**src/rtl/blockd_out_fifo.sv**
```systemverilog
// blockd_out_fifo: first-word-fall-through elastic buffer behind blockD outD.
// The buffer holds DEPTH beats. It reports occupancy (count) and a registered
// almost_full flag to the blockD status path.
// Optional feature: define BLOCKD_OUT_FIFO_HWM_EN to add the high-water-mark
// register (hwm) and its synchronous clear (hwm_clr).
module blockd_out_fifo #(
   parameter int DATA_W    = 32,
   parameter int DEPTH     = 8,
   parameter int AF_THRESH = 6,
   localparam int CNT_W    = $clog2(DEPTH + 1)
) (
   input  logic              clk,
   input  logic              rst_n,
   input  logic              in_vld,
   output logic              in_rdy,
   input  logic [DATA_W-1:0] in_data,
   output logic              out_vld,
   input  logic              out_rdy,
   output logic [DATA_W-1:0] out_data,
   output logic [CNT_W-1:0]  count,
`ifdef BLOCKD_OUT_FIFO_HWM_EN
   output logic [CNT_W-1:0]  hwm,
   input  logic              hwm_clr,
`endif
   output logic              almost_full
);

   localparam int PTR_W = (DEPTH > 1) ? $clog2(DEPTH) : 1;
   localparam logic [CNT_W-1:0] FULL_C = CNT_W'(DEPTH);
   localparam logic [CNT_W-1:0] AF_C   = CNT_W'(AF_THRESH);

   logic [DATA_W-1:0] mem [DEPTH];
   logic [PTR_W-1:0]  wp;
   logic [PTR_W-1:0]  rp;
   logic [CNT_W-1:0]  cnt_q;
   logic [CNT_W-1:0]  cnt_nxt;
   logic              af_q;
   logic              push;
   logic              pop;

   // Handshakes depend only on registered count, so there is no in->out or
   // out_rdy->in_rdy combinational path.
   assign in_rdy      = (cnt_q != FULL_C);
   assign out_vld     = (cnt_q != '0);
   assign push        = in_vld & in_rdy;
   assign pop         = out_vld & out_rdy;
   assign out_data    = mem[rp];
   assign count       = cnt_q;
   assign almost_full = af_q;

   // Next occupancy: +1 on push only, -1 on pop only, else hold
   always_comb begin
      cnt_nxt = cnt_q;
      case ({push, pop})
         2'b10:   cnt_nxt = cnt_q + CNT_W'(1);
         2'b01:   cnt_nxt = cnt_q - CNT_W'(1);
         default: cnt_nxt = cnt_q;
      endcase
   end

   // Storage array write; contents are intentionally not reset
   always_ff @(posedge clk) begin
      if (push) begin
         mem[wp] <= in_data;
      end
   end

   // Pointers, occupancy and almost_full (taken from next count so the flag
   // tracks count exactly)
   always_ff @(posedge clk or negedge rst_n) begin
      if (!rst_n) begin
         wp    <= '0;
         rp    <= '0;
         cnt_q <= '0;
         af_q  <= 1'b0;
      end else begin
         if (push) begin
            wp <= wp + PTR_W'(1);
         end
         if (pop) begin
            rp <= rp + PTR_W'(1);
         end
         cnt_q <= cnt_nxt;
         af_q  <= (cnt_nxt >= AF_C);
      end
   end

`ifdef BLOCKD_OUT_FIFO_HWM_EN
   // High-water mark of next count; clear reloads it and wins over the max
   always_ff @(posedge clk or negedge rst_n) begin
      if (!rst_n) begin
         hwm <= '0;
      end else if (hwm_clr) begin
         hwm <= cnt_nxt;
      end else if (cnt_nxt > hwm) begin
         hwm <= cnt_nxt;
      end
   end
`endif

endmodule
```
**config.mk**
```make
export PLATFORM = sky130hd
export DESIGN_NAME = blockd_out_fifo
export DESIGN_NICKNAME = d
export VERILOG_FILES = /design/src/rtl/blockd_out_fifo.sv
export SDC_FILE = /design/constraint.sdc
export NUM_CORES = 1
export LEC_CHECK = 0
export CORE_MARGIN = 4
export CORE_UTILIZATION = 35
export CTS_BUF_LIST = sky130_fd_sc_hd__clkbuf_8
export CTS_CLUSTER_SIZE = 16
export DETAILED_ROUTE_END_ITERATION = 10
export PLACE_DENSITY = 0.53
export RECOVER_POWER = 25
export SLEW_MARGIN = 25
export SYNTH_ARGS = -nofsm -noshare
export SYNTH_HDL_FRONTEND = slang
export SYNTH_SLANG_ARGS = --single-unit
```
**constraint.sdc**
```tcl
create_clock -name clk -period 9.2 [get_ports clk]
set_input_delay 0.92 -clock clk [delete_from_list [all_inputs] [get_ports clk]]
set_output_delay 0.92 -clock clk [all_outputs]
set_load 0.05 [all_outputs]
```
==> summary.txt <==
Clock network
  • CTS Buf Count: 45
  • H-tree levels: 2
  • Clock Tree Buf Depth: 3
  • TritonCTS clock tree: built
  • Post-CTS setup buffers: 0
  • CTS Sinks: 267
  • Hold_buf cts: 0
  • Worst-path clk slew: 0.06 ns
  • Root buf cell: clkbuf_8
  • Clock Latency Late Sink: 0.54 ns
  • Post-CTS Resized: 0

Floorplan
  • Die Wd: 179 microns
  • Core Area: 28800 sq um
  • Die H: 179 microns
  • Ports: 75
  • Initial core utilization: 35.5%
  • Die Area: 32000 sq um
  • Row cnt: 62

Pwr
  • Gate power share: 39.0%
  • Peak VDD IR: 238 uV
  • Sw Pwr: 1.54 mW
  • Seq pwr share: 39.1%
  • Switching Fraction: 36.4%
  • Clock share of power: 21.8%
  • Design Power: 4.24 mW
  • Leak: 3.93 nW
  • Int Power: 2.70 mW
  • Pwr dens: 345 nW/um^2

Route
  • Via Count: 4675
  • Drt pass-1 iters: 4
  • Number of remaining DRC errors: 0
  • WL final: 20800 microns
  • Via density: 4.84
  • Drt wl/cell: 21.5 microns
  • DRT iter0 DRCs: 192
  • Antenna-violating nets left: 0

Cells and area
  • Layout cells sized above 1: 30.1%
  • Final core utilization: 42.8%
  • Non-filler cells in the finished layout: 966
  • ANT cells: 0
  • Final net count: 586
  • Fill count: 2482
  • Design Area, Final: 12300 sq um
  • Area growth syn-to-layout: 20.4%

Timing
  • Max transition margin: 34.3%
  • Final hold violations: 0
  • Tcrit/Tclk final: 50.3%
  • Final setup TNS: 0 ns
  • RSZ-0062 raised after global routing: no
  • Worst-Margin Slew: 0.980 ns
  • Final setup viols: 0
  • Max Clk Rate: 216 MHz
  • Clock Skew: 0.0126 ns
  • Fin. max-slew vios: 0
  • Fin crit period: 4.63 ns

Synth
  • Post-synth ARST share: 4.12%
  • Syn Area/Cell: 23.6 sq um
  • EDFF count, synth: 256
  • Synth Instances: 433
  • Top FF cell, synth: edfxtp_1
  • Syn_nets: 473
  • Synth unique cells: 31
  • Ys Warns: 0
  • Mapped cell area: 10200 sq um
  • #FFs+latches synth: 267
  • Part of the Yosys area used for sequential elements: 77.9%

Placement
  • HPWL after detailed placement: 11600 microns
  • Buffers on Ports: 74
  • RePlAce Congestion: 0.709
  • Placed cell count: 883
  • Cell Area, Placed: 11500 sq um

GRT
  • First-pass GRT wire length: 31800 microns
  • Initial antenna violation count: 3
  • GRT Overall Usage: 13.4%
  • Number of global-route vias before repair: 5221
  • Largest net degree at the start of global routing: 55
  • Overflow after GRT: 0

Run
  • Maxcap violations: 0

Setup path
  • Worst Setup Path Type: reg2out
  • Critical Path Fanout Max: 37
  • Critical Path End Type: output pin
  • Worst EP required: 8.28 ns
  • CP startpoint kind: flop
  • Arrival @ worst endpoint: 3.71 ns

Outcome
  • Outcome: finished clean

Worst hold path
  • HP Class: reg2reg
-- Yosys cell counts, types with 2 or more instances --
cell      count  area, sq um
dfrtp_1      11          275
nand3_1       2         10.0
nor2_1        7         26.3
clkbuf_1      9         33.8
mux2_1        2         22.5
edfxtp_1    256         7690
xnor2_1       6         52.6
buf_2         8         40.0
nor3b_1       2         15.0
nand2b_1      3         18.8
nor3_1        2         10.0
ha_1          4         50.1
nand2_1       7         26.3
nor2b_1       2         12.5
mux2_2       33          372
mux4_2       64         1440
-- layout make-up --
type                    count  area, sq um  share of cell area (%)
flip-flops and latches    267         7970                    64.7
well taps                 384          480                    3.90
inverters                   1         3.75                  0.0305
clock buffers              47          647                    5.26
multi-input cells         146         2230                    18.1
repair buffers             85          823                    6.69
clock inverters            36          154                    1.25
-- per-layer routing --
layer  vias up  track usage (%)  wire, microns
met3        33             3.50           1160
met2       122             22.9          10700
li1       2068                -              -
met5         -                0             27
met4         4             3.39            307
met1      2448             17.2           8640
-- power groups by stage --
stage	logic, mW	clock network (mW)	registers [mW]
global placement	1.69	0	1.68
CTS	1.70	0.961	1.67
detailed placement	1.70	0	1.69
finish	1.66	0.926	1.66
global route	1.76	1.03	1.69
floorplan	1.20	0	1.65
-- per-stage QoR --
| stage | hold WS [ns] | setup WS, ns |
|---|---|---|
| floorplan | 0.489 | 4.68 |
| global placement | 0.506 | 5.02 |
| detailed placement | 0.549 | 5.02 |
| CTS | 0.562 | 4.42 |
| global route | 0.591 | 4.28 |
| finish | 0.549 | 4.57 |
-- flip-flops by register name, summed over array words and instances, names as in the netlist --
register     count
almost_full      1
count            4
rp               3
mem            256
wp               3
-- placed cells by master (no fill, tap or decap), types with 2 or more instances in the layout --
master           netlist  routed
mux2_2                33      33
buf_4                  0      11
dfrtp_1               11       8
nor3_2                 1       2
xnor2_1                6       6
dfrtp_2                0       2
mux4_2                64      64
clkdlybuf4s50_1        0      53
mux2_1                 2       2
clkinv_1               0      20
inv_6                  0       2
nand3_1                2       2
clkinvlp_4             0       2
nand2_1                7       7
dlygate4sd3_1          0      21
nor2_4                 0       6
edfxtp_1             256     256
inv_1                  1      12
nor2b_1                2       2
nor3b_1                2       2
clkbuf_8               0      47
ha_1                   4       4
nand2b_1               3       3
-- cell families (layout without fill, tap and decap cells) --
kind of cell	Yosys count	after routing	share of synthesized area, %
AND/OR/NAND/NOR	28	28	1.42
XOR/XNOR	7	7	0.600
buffers and inverters	20	169	0.905
flip-flops	267	267	77.9
adder cells (fa/ha/maj)	4	4	0.489
AO/OA/AOI/OAI	7	7	0.661
multiplexers	100	100	18.0
-- worst max-delay path, stage by stage (launching register included) --
cell and delay (ns):
dfrtp_4 0.82, buf_4 0.72, mux4_2 0.58, mux2_2 0.32, clkdlybuf4s50_1 0.71
-- worst paths after layout --
| path | depth (start not counted) | from | to | slack [ns] |
|---|---|---|---|---|
| max | 4 | rp[0] | out_data[22] | 4.57 |
| max reg2reg | 6 | count[1] | mem[0][10] | 6.17 |
| max in group asynchronous | 1 | rst_n | rp[0] | 7.98 |
| min reg2reg | 2 | wp[0] | wp[0] | 0.55 |
| min | 2 | wp[0] | wp[0] | 0.55 |
| min in group asynchronous | 1 | rst_n | wp[1] | 0.81 |
(Power assumes the default switching activity.)
